<file path="src/rtl/mem_ctrl_pkg.sv">
// Shared definitions for the cache-to-RAM memory controller: bus widths,
// load/store encoding, FSM states and the IO region default.
package mem_ctrl_pkg;

  typedef logic [31:0] addr_bus_t;
  typedef logic [31:0] data_bus_t;
  typedef logic [2:0]  len_bus_t;

  localparam logic LS_LOAD  = 1'b0;
  localparam logic LS_STORE = 1'b1;

  typedef enum logic [1:0] {
    IDLE  = 2'd0,
    LOAD  = 2'd1,
    STORE = 2'd2,
    FETCH = 2'd3
  } state_t;

  localparam logic [1:0] IO_HI_DEFAULT = 2'b11;
  localparam len_bus_t   FETCH_LEN     = 3'd4;

  // Bit offset of byte lane 0..3 inside a 32-bit little-endian word.
  function automatic logic [4:0] lane_lsb(input logic [1:0] lane);
    return {lane, 3'b000};
  endfunction

endpackage

</file>
<file path="src/rtl/mem_ctrl.sv">
// Serialises dcache loads/stores and icache fetches onto a byte-wide RAM/IO bus,
// assembling little-endian words and pulsing done to the requester.
module mem_ctrl
  import mem_ctrl_pkg::*;
#(
  parameter logic [1:0] IO_HI = IO_HI_DEFAULT
) (
  input  logic        clk,
  input  logic        rst,
  input  logic        rdy,
  input  logic        iDC_en,
  input  logic        iDC_ls,
  input  logic [31:0] iDC_pc,
  input  logic [31:0] iDC_dt,
  input  logic [2:0]  iDC_len,
  output logic        oDC_done,
  output logic [31:0] oDC_dt,
  input  logic        iIC_en,
  input  logic [31:0] iIC_pc,
  output logic        oIC_done,
  output logic [31:0] oIC_dt,
  input  logic [7:0]  mem_din,
  output logic [7:0]  mem_dout,
  output logic [31:0] mem_a,
  output logic        mem_wr,
  input  logic        io_buffer_full
);

  state_t    state, state_nxt;

  logic      dc_pend;
  logic      dc_ls;
  addr_bus_t dc_pc;
  data_bus_t dc_dt;
  len_bus_t  dc_len;

  addr_bus_t addr;
  data_bus_t data;
  len_bus_t  len;
  len_bus_t  cnt;
  data_bus_t rd_buf;
  data_bus_t rd_merged;

  logic       accept_dc;
  logic       accept_ic;
  logic       io_stall;
  logic       rd_phase;
  logic       rd_last;
  logic       wr_last;
  logic [1:0] rd_lane;
  addr_bus_t  addr_off;

  assign io_stall = (addr[17:16] == IO_HI) && io_buffer_full;
  assign rd_phase = (state == LOAD) || (state == FETCH);
  assign rd_last  = (cnt == len);
  assign wr_last  = (cnt == len - 3'd1);
  // Byte arriving now belongs to the address driven one cycle earlier (cnt-1).
  assign rd_lane  = cnt[1:0] - 2'd1;

  // While frozen mid-read, re-present the previous address so mem_din still
  // carries the byte that is owed once rdy returns.
  assign addr_off = (rd_phase && !rdy && cnt != 3'd0) ? 32'(cnt) - 32'd1 : 32'(cnt);

  always_comb begin
    rd_merged = rd_buf;
    rd_merged[lane_lsb(rd_lane) +: 8] = mem_din;
  end

  always_comb begin
    state_nxt = state;
    accept_dc = 1'b0;
    accept_ic = 1'b0;
    mem_a     = '0;
    mem_dout  = '0;
    mem_wr    = 1'b0;
    case (state)
      IDLE: begin
        if (dc_pend) begin
          accept_dc = 1'b1;
          state_nxt = (dc_ls == LS_STORE) ? STORE : LOAD;
        end else if (iIC_en) begin
          accept_ic = 1'b1;
          state_nxt = FETCH;
        end
      end
      STORE: begin
        mem_a    = addr + addr_off;
        mem_dout = data[lane_lsb(cnt[1:0]) +: 8];
        mem_wr   = !io_stall;
        if (!io_stall && wr_last) state_nxt = IDLE;
      end
      LOAD, FETCH: begin
        mem_a = addr + addr_off;
        if (rd_last) state_nxt = IDLE;
      end
      default: state_nxt = IDLE;
    endcase
    if (!rdy) mem_wr = 1'b0;
  end

  always_ff @(posedge clk) begin
    if (rst) begin
      state    <= IDLE;
      dc_pend  <= 1'b0;
      dc_ls    <= 1'b0;
      dc_pc    <= '0;
      dc_dt    <= '0;
      dc_len   <= '0;
      addr     <= '0;
      data     <= '0;
      len      <= '0;
      cnt      <= '0;
      rd_buf   <= '0;
      oDC_done <= 1'b0;
      oDC_dt   <= '0;
      oIC_done <= 1'b0;
      oIC_dt   <= '0;
    end else if (rdy) begin
      state    <= state_nxt;
      oDC_done <= 1'b0;
      oIC_done <= 1'b0;

      if (accept_dc) begin
        addr    <= dc_pc;
        len     <= dc_len;
        data    <= dc_dt;
        cnt     <= '0;
        rd_buf  <= '0;
        dc_pend <= 1'b0;
      end

      if (accept_ic) begin
        addr   <= iIC_pc;
        len    <= FETCH_LEN;
        data   <= '0;
        cnt    <= '0;
        rd_buf <= '0;
      end

      if (state == STORE && !io_stall) begin
        cnt <= cnt + 3'd1;
        if (wr_last) oDC_done <= 1'b1;
      end

      if (rd_phase) begin
        cnt <= cnt + 3'd1;
        if (cnt != 3'd0) rd_buf <= rd_merged;
        if (rd_last) begin
          if (state == FETCH) begin
            oIC_done <= 1'b1;
            oIC_dt   <= rd_merged;
          end else begin
            oDC_done <= 1'b1;
            oDC_dt   <= rd_merged;
          end
        end
      end

      // A pulse is captured in any state; it waits for the next IDLE.
      if (iDC_en) begin
        dc_pend <= 1'b1;
        dc_ls   <= iDC_ls;
        dc_pc   <= iDC_pc;
        dc_dt   <= iDC_dt;
        dc_len  <= iDC_len;
      end
    end
  end

endmodule

</file>
<file path="config.mk">
export PLATFORM = sky130hd
export DESIGN_NAME = mem_ctrl
export DESIGN_NICKNAME = d
export VERILOG_FILES = /design/src/rtl/mem_ctrl_pkg.sv /design/src/rtl/mem_ctrl.sv
export SDC_FILE = /design/constraint.sdc
export NUM_CORES = 1
export LEC_CHECK = 0
export BUFFER_PORTS_ARGS = -buffer_cell sky130_fd_sc_hd__buf_2
export CAP_MARGIN = 20
export CORE_ASPECT_RATIO = 1.4
export CORE_UTILIZATION = 56
export CTS_CLUSTER_SIZE = 20
export DETAILED_ROUTE_END_ITERATION = 10
export GPL_TIMING_DRIVEN = 0
export PLACE_DENSITY = 0.85
export SLEW_MARGIN = 20
export SYNTH_ARGS = -nofsm -noshare
export SYNTH_HDL_FRONTEND = slang
export SYNTH_SLANG_ARGS = --single-unit
export TNS_END_PERCENT = 50
</file>
<file path="constraint.sdc">
create_clock -name clk -period 6.7 [get_ports clk]
set_input_delay 1.675 -clock clk [delete_from_list [all_inputs] [get_ports clk]]
set_output_delay 1.675 -clock clk [all_outputs]
set_load 0.005 [all_outputs]
</file>
# ---- Word level (Yosys, flattened, before mapping)
# Index checks and enable logic that the tools add are counted.
dict set report op_classes {
  addsub 6
  n_mul 0
  n_div 0
  order_cmp 0
  n_eq_ne 9
  shifts 3
  muxes 41
  n_bitwise 1
  n_reduce_logical 22
}
# op count
set ops {}
lappend ops {{$mux W32} 10}
lappend ops {{$add A32 B32 Y32} 1}
lappend ops {{$bwmux W32} 1}
lappend ops {{$shift A8 B7 Y32 const A} 1}
lappend ops {{$shiftx A32 B6 Y8} 1}
lappend ops {{$shiftx A8 B7 Y32} 1}
lappend ops {{$mux W3} 6}
lappend ops {{$mux W1} 17}
lappend ops {{$reduce_and A4 Y1} 3}
lappend ops {{$mux W2} 5}
lappend ops {{$mux W8} 1}
lappend ops {{$reduce_and A2 Y1} 4}
lappend ops {{$neg A5 Y7} 1}
lappend ops {{$eq A2 B2 Y1 const B} 3}
lappend ops {{$eq A3 B3 Y1} 2}
lappend ops {{$pmux W2 S3} 1}
lappend ops {{$logic_and A1 B1 Y1} 5}
lappend ops {{$ne A2 B2 Y1 const B} 2}
lappend ops {{$reduce_bool A2 Y1} 2}
lappend ops {{$reduce_bool A4 Y1} 1}
lappend ops {{$sub A3 B1 Y4 const B} 1}
lappend ops {{$add A3 B1 Y3 const B} 1}
lappend ops {{$ne A3 B3 Y1 const B} 1}
lappend ops {{$reduce_bool A3 Y1} 1}
lappend ops {{9 further kinds} 10}
dict set report word_totals {
  reg_bits 239
  latchBits 0
  mem_bits_rw 0
  romBits 0
  in_bits 114
  wordCells 97
  mem_count 0
}

# ---- Logic depth before layout (Yosys ltp)
# Gate-level depths: netlist of the first run.
dict set report depth {
  word_depth 8
  depth_mapped 16
  depth_no_buf 13
}

# ---- Least setup slack after synthesis of the first run
# No wires, ideal clock.
dict set report synth_path {
  path_kind {input to output}
  startpoint {input port rdy}
  endpoint {output port mem_a[30]}
  t_arrival_ns 4.807
  required_ns 5.025
  setup_slack_ns 0.218
  stages 14
  n_path_buf 3
  cell_sequence {clkbuf_1 nor2b_1 clkbuf_1 clkbuf_1 nand2_1 xnor2_1 ha_1 fa_1 a211o_1 nor4_1 o21bai_2 o32a_1 o21ai_1 mux2_1}
}
dict set report synth_between {
  elab_chain_len 6
}
# item line_no
set synth_rtl {}
lappend synth_rtl {{from (decl)} mem_ctrl.sv:10} ;# input logic rdy,
lappend synth_rtl {{$logic_not A1 Y1} --}
lappend synth_rtl {{$logic_and A1 B1 Y1 (2 in series)} mem_ctrl.sv:62} ;# assign addr_off = (rd_phase && !rdy && cnt != 3'd0) ? 32'(cnt) - 32'd1 : 32'(cnt);
lappend synth_rtl {{$mux W32} mem_ctrl.sv:62}
lappend synth_rtl {{$add A32 B32 Y32} {mem_ctrl.sv:87, mem_ctrl.sv:93}}
lappend synth_rtl {{$mux W32} --}
lappend synth_rtl {{to (decl)} mem_ctrl.sv:24} ;# output logic [31:0] mem_a,
# Every way passes these cells.

# ---- Final worst setup path of the first run
dict set report layout_path {
  startpoint {input port rdy}
  endpoint {output port mem_a[12]}
}
# Same word-level chain as after synthesis.

==> reports/results.txt, run 1 <==
multi-input combinational cell area - 6150 um2
Antenna Nets Post-Route - 0
Site Rows - 61
final WL - 37000 um
endpoints failing setup - 0
Starting Density - 57.3%
crit path max fanout - 10
Ys Warns - 0
Seq cells post-synth - 239
worst path cell trace - clkbuf_2 > nor2b_1 > clkbuf_8 > clkbuf_8 > nand2_1 > xnor2_1 > ha_1 > fa_2 > a211o_4 > or3_1 > a22oi_2 > mux2i_1 > xor2_1 > nor2_1 > buf_2
CP Launch Type - primary input
Mapped Cells - 1422
initial antenna violation count - 4
Die ar. - 21000 um2
drc violations - 0
WL per Instance - 19.1 um
routability cong. - 0.941
Num CTS Buffers - 23
Pins Over Slew Limit - 0
Worst Path Arrival - 4.94 ns
Hold Vio Cnt, Final - 0
CP peak stage delay - 0.40 ns
die height - 171 um
total of fill cells in the finished design - 1651
largest area contributor in the netlist - dfxtp_1
Main synth FF type - dfxtp_1
P&R area growth vs syn - 19.7%
largest net degree at the start of global routing - 15
number of global-route vias before repair - 10.9k
Min-Delay Path Class - flip-flop to flip-flop
Tcrit/Tclk final - 98.7%
RSZ-0062 raised after global routing - false
GR Overflow Total - 0
worst vdd ir - 238 uV
Post-synth EDFFs - 0
H-tree Lvls - 1
clk_lat worst skew - 0.51 ns
CP max stage cell - fa_2
sequential area share after synthesis - 41.8%
Mean Syn Cell Area - 8.06 um2
share of cells above drive strength 1 - 18.8%
clk sinks - 239
hpwl dp - 27700 um
worst-margin pin slew - 0.898 ns
Syn Nets - 1549
top-area cell type share of the netlist area - 41.8%
kind of end point of the critical path - output pin
Post-Syn Area - 11500 um2
Crit Path Class - primary input to output pin
register area - 4780 um2
TritonCTS clock tree - yes
via/cell ratio - 6.01
Crit path required time - 5.03 ns
Detailed Routing Iterations Pass 1 - 5
die extent in x - 123 um
run status - finished, final reports clean
area of the core - 20000 um2
CTS Buffer Depth - 3
Total Routing Usage GR - 34.5%
FFs w/ async S/R, synth - 0%
Root Driver - clkbuf_16
Leak - 5.35 nW
fin util - 68.6%
IO buf count - 218
Max-slew headroom - 39.7%
Final Total Pwr - 3.39 mW
fmax - 151 MHz
first-pass GRT wire length - 56600 um
vias - 11.7k
MaxCap Viol Count - 0
fin crit period - 6.61 ns
TNS Setup - 0 ns
Post-layout nets - 1798
Most Frequent Cell on Critical Path - clkbuf_8
post-route clock skew - 0.0102 ns
I/O pin count - 221
synth unique cells - 72
hold buffers post-CTS - 0
CTS clk-pin slew, worst paths - 0.06 ns
synth top area cells - dfxtp_1 42%, nor2_1 8.0%, a211oi_1 6.5%, a21oi_1 5.5%, nand2_1 5.5%
pwr dens - 247 nW/um2
initial DRC count - 885
-- through the flow --
step / setup slack [ns] / hold slack [ns] / area, um2 / cells
finish: 0.0853 / 0.453 / 13700 / 1940
global route: 0.00695 / 0.467 / 13700 / 1940
CTS: 0.0559 / 0.456 / 13600 / 1930
detailed placement: -1.09 / 0.447 / 12900 / 1892
global placement: -1.05 / 0.441 / 12900 / 1892
floorplan: 0.218 / 0.431 / 11500 / 1422
-- per-layer routing --
metal  GRT usage, %  routed length, um  vias up
met5              0                  0        -
met4           20.0               1980        0
met3           4.84               2650      130
met2           60.0              18100      513
met1           40.0              14200     5508
li1               -                  -     5516
-- kinds of logic (layout without fill, tap and decap cells) --
kind of cell / count (synthesis) / after routing / synth area share, %
other: 0 / 4 / 0
XOR/XNOR: 36 / 36 / 2.75
flip-flops: 239 / 239 / 41.8
multiplexers: 46 / 46 / 4.90
AND/OR/NAND/NOR: 600 / 600 / 24.1
buffers and inverters: 141 / 403 / 5.08
AO/OA/AOI/OAI: 347 / 347 / 19.9
adder cells (fa/ha/maj): 13 / 13 / 1.48
-- registers in the layout, indices dropped and copies added, names as in the netlist, 2 cells and up --
register  flops
addr         32
cnt           3
data         32
dc_dt        32
dc_len        3
dc_pc        32
len           3
oDC_dt       32
oIC_dt       32
rd_buf       32
state         2
-- synth_stat cells, drive strengths merged (2+ instances only) --
master   count
nand3       21
o221ai       2
and3        20
a221oi       3
nand2      169
nand4       17
nand4b       2
ha          12
a21oi      126
a41o         2
mux4         8
o21bai       2
o41ai        2
o211a        2
a211oi      99
mux2i       37
dfxtp      239
nor2       244
nor3b        4
buf         30
nor3        26
o21ai       13
and4         9
and2         6
nor2b       41
xor2         9
or2          2
nand3b       2
or3          9
a31oi       37
o22ai        3
nand2b       5
clkbuf     102
a32oi        3
a22oi       37
a2bb2oi      2
or4          4
inv          9
a211o        2
xnor2       27
a21o         4
nor4        17
-- timing repair --
action / 4_1_cts / 5_1_grt
pin swaps: 2 / 4
endpoints found under the setup margin: 28 / 16
setup buffers: 0 / 6
gates resized for setup: 14 / 11
-- layout make-up --
class | instances | area share (%)
flip-flops and latches | 239 | 34.9
multi-input cells | 1042 | 44.8
diodes | 4 | 0.0729
clock buffers | 30 | 4.75
plain buffers | 132 | 4.19
repair buffers | 224 | 8.28
clock inverters | 8 | 0.511
well taps | 252 | 2.30
inverters | 9 | 0.246
-- power by group --
part	internal (mW)	switching, mW
logic	0.213	0.397
registers	1.48	0.0411
clock network	0.719	0.542
total	2.41	0.980
-- critical path: cells and delay by family --
kind                     cells  cell delay, ns
adder cells (fa/ha/maj)      2            0.63
AO/OA/AOI/OAI                2            0.67
XOR/XNOR                     2            0.34
multiplexers                 1            0.28
buffers and inverters        4            0.65
AND/OR/NAND/NOR              4            0.72
-- path summary, 6_finish.rpt --
path | start | to | depth (start not counted) | slack, ns
worst max-delay path | rdy | mem_a[12] | 15 | 0.09
worst min-delay path | dc_pc[27] | dc_pc[27] | 2 | 0.45
worst max register to register | cnt[0] | rd_buf[31] | 10 | 3.60
worst min register to register | dc_pc[27] | dc_pc[27] | 2 | 0.45
-- cell usage in the layout, fill, tap and decap left out, types with 7 or more instances in the layout --
cell type / instances
a211oi_1: 98
a21oi_1: 125
a22oi_1: 36
a31oi_1: 36
and3_1: 20
and4_1: 9
buf_1: 10
buf_2: 231
buf_4: 10
clkbuf_1: 100
clkbuf_16: 23
clkbuf_8: 7
dfxtp_1: 239
ha_1: 12
inv_1: 8
mux2i_1: 37
mux4_2: 8
nand2_1: 168
nand3_1: 21
nand4_1: 17
nor2_1: 244
nor2b_1: 41
nor3_1: 23
nor4_1: 14
o21ai_0: 10
or3_1: 9
xnor2_1: 27
xor2_1: 9
No activity file was read; power rests on OpenSTA's default activity.
==> run 2, diff against run 1 <==
Settings changed: PLACE_DENSITY 0.85 to 0.91.
==> run 2 against run 1 <==
Compared with the run above:
- sequential power hardly changed
- sequential cell count did not move
- final area fell by 0.22%
- routed wire length grew 7.5%
- count of clock-buffer cells in the layout rose by 5
- worst setup slack better by 0.030 ns
- critical path type unchanged
- largest cell class unchanged
- fmax rose by 0.45%
- non-clock buffer count decreased by 3
- register-to-register slack worse by 0.12 ns
- via count is 3.6% higher
==> reports/results.txt, run 2 (synthesis gave the netlist of run 1 again) <==
Pins Over Slew Limit - 0 (unchanged)
register area - 4780 um2 (unchanged)
RSZ-0062 raised after global routing - false
IO buf count - 218 (unchanged)
Detailed Routing Iterations Pass 1 - 8 (+3)
fin area - 13700 um2 (-0.22%)
routability cong. - 1.01 (+7.1%)
most common cell after layout, fill and taps aside - nor2_1
MaxCap Viol Count - 0 (unchanged)
Total Routing Usage GR - 37.1% (+2.6 points)
Placed Area - 12900 um2 (unchanged)
most frequent cells in the layout - 244 x nor2_1, 239 x dfxtp_1, 232 x buf_2
worst-margin pin slew - 0.937 ns (+0.0386 ns)
run status - finished, final reports clean
Max-slew headroom - 37.0% (-2.7 points)
I/O pin count - 221 (unchanged)
hold depth - 2 (unchanged)
FF-to-FF path depth - 10 (unchanged)
P&R area growth vs syn - 19.5%
share of cells above drive strength 1 - 18.7% (-0.17 points)
Site Rows - 61 (unchanged)
area of the core - 20000 um2 (unchanged)
CP Launch Type - primary input
fmax - 152 MHz (+0.45%)
pwr dens - 249 nW/um2 (+0.64%)
Die ar. - 21000 um2 (unchanged)
clk_lat worst skew - 0.52 ns (about the same)
Tcrit/Tclk final - 98.3% (-0.44 points)
drc violations - 0 (unchanged)
kind of end point of the critical path - output pin
FF-to-FF Start - cnt[1]
R2R Path End - rd_buf[25]
WL per Instance - 20.5 um (+7.5%)
via/cell ratio - 6.23 (+3.6%)
Crit Path Class - primary input to output pin
GR Overflow Total - 0 (unchanged)
Min-Delay Path Class - flip-flop to flip-flop
Starting Density - 57.3% (unchanged)
CP max stage cell - fa_2
endpoints failing setup - 0 (unchanged)
final WL - 39700 um (+7.5%)
clk sinks - 239 (unchanged)
initial DRC count - 1066 (+20%)
post-route clock skew - 0.00994 ns (-0.000214 ns)
first-pass GRT wire length - 60400 um (+6.7%)
setup slack, reg-to-reg - 3.48 ns (-0.12 ns)
Hold Path Sink - dc_dt[15]
Top delay family on crit path - adder cells
fin crit period - 6.59 ns (-0.0296 ns)
CP peak stage delay - 0.44 ns (+0.04 ns)
vias - 12.1k (+3.6%)
crit path max fanout - 10 (unchanged)
TritonCTS clock tree - yes
Most Frequent Cell on Critical Path - buf_2
CP bufs+invs - 4 (unchanged)
die height - 171 um (unchanged)
H-tree Lvls - 1 (unchanged)
HP Start - dc_dt[15]
Hold WS - 0.453 ns (-0.000600 ns)
Crit path required time - 5.03 ns (about the same)
worst vdd ir - 201 uV (-15%)
total of fill cells in the finished design - 1613 (-2.3%)
number of global-route vias before repair - 11.7k (+7.4%)
Leak - 5.31 nW (-0.72%)
TNS Setup - 0 ns (unchanged)
Hold Vio Cnt, Final - 0 (unchanged)
initial antenna violation count - 6 (+2)
hpwl dp - 29100 um (+4.9%)
largest net degree at the start of global routing - 15 (unchanged)
die extent in x - 123 um (unchanged)
CTS clk-pin slew, worst paths - 0.06 ns (about the same)
CTS Buffer Depth - 3 (unchanged)
Post-layout nets - 1795 (-0.17%)
Worst Path Arrival - 4.91 ns (-0.03 ns)
Num CTS Buffers - 23 (unchanged)
Antenna Nets Post-Route - 0 (unchanged)
Root Driver - clkbuf_16
worst path cell trace - buf_2 > nor2b_1 > buf_4 > clkbuf_8 > nand2_2 > xnor2_1 > ha_2 > fa_2 > a211o_4 > or3_4 > a22oi_2 > mux2i_2 > xor2_1 > nor2_1 > buf_2
multi-input combinational cell area - 6160 um2 (+0.16%)
==> run 2: power breakdown <==
group	switching, mW	internal (mW)	total (mW)	leakage (nW)
Sequential	0.0409	1.48	1.52	1.94
Clock	0.551	0.710	1.26	0.343
Combinational	0.416	0.210	0.626	3.03
==> run 2: per-layer routing <==
metal / vias to the layer above / track usage, % / wire length (um)
met5: - / 0 / 11
met4: 2 / 25.7 / 2930
met3: 233 / 9.05 / 3770
met2: 717 / 63.7 / 19100
met1: 5632 / 39.8 / 13900
li1: 5506 / - / -
==> run 2: area by class of cell <==
class	instances	share of cell area [%]
Clock buffer	35	4.75
Timing Repair Buffer	221	8.13
Tap cell	252	2.30
Inverter	9	0.247
Antenna cell	5	0.0914
Clock inverter	5	0.439
Sequential cell	239	34.9
Buffer	132	4.13
Multi-Input combinational cell	1042	45.0
==> run 2: worst min-delay path, cell delays in order, from the launching register on <==
cell and delay (ns):
dfxtp_1 0.31, nand2_1 0.05, a21oi_1 0.05
==> run 2: how the worst max path moves through the flow <==
stage          startpoint         to  slack (ns)  cells past startpoint
2_1_floorplan         rdy  mem_a[30]        0.22                     14
3_3_place_gp          rdy  mem_a[30]       -0.89                     15
3_5_place_dp          rdy  mem_a[30]       -0.93                     15
4_1_cts               rdy  mem_a[12]        0.03                     15
5_1_grt               rdy  mem_a[12]        0.01                     15
6_report              rdy  mem_a[12]        0.11                     15
==> run 2: what timing repair did <==
item / CTS / global route
hold buffers: 0 / 0
buffers inserted: 0 / 3
setup endpoints to repair: 26 / 18
pin swaps: 2 / 2
endpoints found under the hold margin: 0 / 0
gates cloned: 0 / 0
resized for setup: 15 / 10
==> run 2: through the flow <==
stage	setup slack (ns)	cells	utilization, %	power [mW]
2_1_floorplan	0.218	1422	-	1.92
3_3_place_gp	-0.894	1892	64.3	2.13
3_5_place_dp	-0.930	1892	64.3	2.14
4_1_cts	0.0329	1932	68.2	3.39
5_1_grt	0.0123	1939	68.5	3.52
6_report	0.115	1940	68.5	3.41
==> run 3, diff against run 2 <==
Settings changed: BUFFER_PORTS_ARGS -buffer_cell sky130_fd_sc_hd__buf_2 to -buffer_cell sky130_fd_sc_hd__buf_4.
==> run 3 against run 2 <==
Compared with the run above:
- sequential power about the same
- clock skew decreased by 0.0012 ns
- die area unchanged
- total power up 1.3%
- sequential cell count unchanged
- largest power group unchanged
==> reports/results.txt, run 3 (synthesis gave the netlist of run 1 again) <==
Min-Delay Path Class - flip-flop to flip-flop
die extent in x - 123 um (unchanged)
RSZ-0062 raised after global routing - false
routability cong. - 0.978 (-3.0%)
crit path max fanout - 10 (unchanged)
Tcrit/Tclk final - 99.1% (+0.82 points)
drc violations - 0 (unchanged)
fin util - 71.2% (+2.8 points)
post-route clock skew - 0.00872 ns (-0.00123 ns)
initial DRC count - 1219 (+14%)
initial antenna violation count - 1 (-5)
CP Launch Type - primary input
register area - 4780 um2 (unchanged)
IO buf count - 218 (unchanged)
area of the core - 20000 um2 (unchanged)
endpoints failing setup - 0 (unchanged)
TritonCTS clock tree - yes
largest net degree at the start of global routing - 17 (+2)
Hold Vio Cnt, Final - 0 (unchanged)
CTS clk-pin slew, worst paths - 0.06 ns (about the same)
Max-slew headroom - 28.0% (-8.9 points)
worst-margin pin slew - 1.07 ns (+0.133 ns)
first-pass GRT wire length - 61700 um (+2.1%)
Leak - 5.40 nW (+1.6%)
total of fill cells in the finished design - 1548 (-4.0%)
Pins Over Slew Limit - 0 (unchanged)
multi-input combinational cell area - 6160 um2 (+0.14%)
H-tree Lvls - 1 (unchanged)
final WL - 40900 um (+2.8%)
Crit path required time - 5.03 ns (about the same)
hold buffers post-CTS - 0 (unchanged)
run status - finished, final reports clean
vias - 12.1k (+0.27%)
kind of end point of the critical path - output pin
MaxCap Viol Count - 0 (unchanged)
pwr dens - 242 nW/um2 (-2.6%)
worst vdd ir - 193 uV (-4.1%)
Root Driver - clkbuf_16
Post-layout nets - 1792 (-0.17%)
fmax - 151 MHz (-0.82%)
Crit Path Class - primary input to output pin
clk sinks - 239 (unchanged)
Starting Density - 57.3% (unchanged)
Die ar. - 21000 um2 (unchanged)
most frequent cells in the layout - 243 x nor2_1, 239 x dfxtp_1, 223 x buf_4
hpwl dp - 29800 um (+2.6%)
Total Routing Usage GR - 38.3% (+1.2 points)
GR Overflow Total - 0 (unchanged)
I/O pin count - 221 (unchanged)
Site Rows - 61 (unchanged)
Num CTS Buffers - 22 (-4.3%)
P&R area growth vs syn - 24.3%
CTS Buffer Depth - 3 (unchanged)
share of cells above drive strength 1 - 19.0% (+0.39 points)
die height - 171 um (unchanged)
clk_lat worst skew - 0.52 ns (about the same)
TNS Setup - 0 ns (unchanged)
via/cell ratio - 6.27 (+0.64%)
fin crit period - 6.64 ns (+0.0547 ns)
Antenna Nets Post-Route - 0 (unchanged)
number of global-route vias before repair - 11.6k (-1.6%)
Detailed Routing Iterations Pass 1 - 5 (-3)
most common cell after layout, fill and taps aside - nor2_1
WL per Instance - 21.1 um (+3.2%)
Worst Path Arrival - 4.96 ns (+0.05 ns)
run 3: cell count changes in the layout (fill, tap and decap cells not counted), sizes merged:
cell | before | now
buf | 253 | 251
bufinv | 1 | 0
clkbuf | 135 | 131
clkinvlp | 1 | 4
diode | 5 | 1
inv | 10 | 11
run 3: what timing repair did:
item	4_1_cts	5_1_grt
pin swaps	1	2
endpoints found under the setup margin	26	9
gates resized for setup	19	10
setup buffers	0	1
run 3: routing by layer:
metal | wire length [um] | GRT usage [%] | vias to the layer above
met1 | 14500 | 42.9 | 5677
met3 | 3860 | 8.62 | 209
li1 | - | - | 5513
met4 | 2880 | 26.1 | 0
met5 | 0 | 0 | -
met2 | 19600 | 64.3 | 724
run 3: critical path, stage by stage:
cell	delay, ns
buf_2	0.17
nor2b_2	0.13
clkbuf_8	0.17
buf_8	0.16
nand2_2	0.08
xnor2_1	0.13
ha_2	0.21
fa_2	0.43
a211o_4	0.38
or3_4	0.36
a22oi_2	0.28
mux2i_2	0.32
xor2_1	0.22
nor2_2	0.08
buf_4	0.16
run 3: per-stage QoR:
| step | std cells | setup slack (ns) | hold slack [ns] | cell area [um2] | total power [mW] |
|---|---|---|---|---|---|
| global placement | 1892 | -0.957 | 0.440 | 13400 | 2.16 |
| CTS | 1931 | 0.0142 | 0.455 | 14200 | 3.43 |
| global route | 1933 | 0.00530 | 0.477 | 14200 | 3.56 |
| floorplan | 1422 | 0.218 | 0.431 | 11500 | 1.92 |
| detailed placement | 1892 | -0.855 | 0.447 | 13400 | 2.18 |
| finish | 1933 | 0.0603 | 0.454 | 14200 | 3.45 |
run 3: where the power goes:
part / switching [mW] / internal, mW
Sequential: 0.0435 / 1.48
Clock: 0.569 / 0.699
Combinational: 0.418 / 0.242
Total: 1.03 / 2.42
run 3: final cells by class:
cell class	instances	area share, %
timing repair buffer	219	11.5
sequential	239	33.6
tap	252	2.21
multi-input combinational	1042	43.3
buffer	132	4.02
inverter	9	0.237
clock buffer	31	4.67
clock inverter	8	0.422
antenna	1	0.0176
run 3: worst paths after layout:
path / start / end / slack (ns) / cells after the start
setup reg to reg: cnt[1] / rd_buf[21] / 3.54 / 9
hold reg to reg: dc_pc[30] / dc_pc[30] / 0.45 / 2
hold / removal: dc_pc[30] / dc_pc[30] / 0.45 / 2
setup / recovery: rdy / mem_a[12] / 0.06 / 15
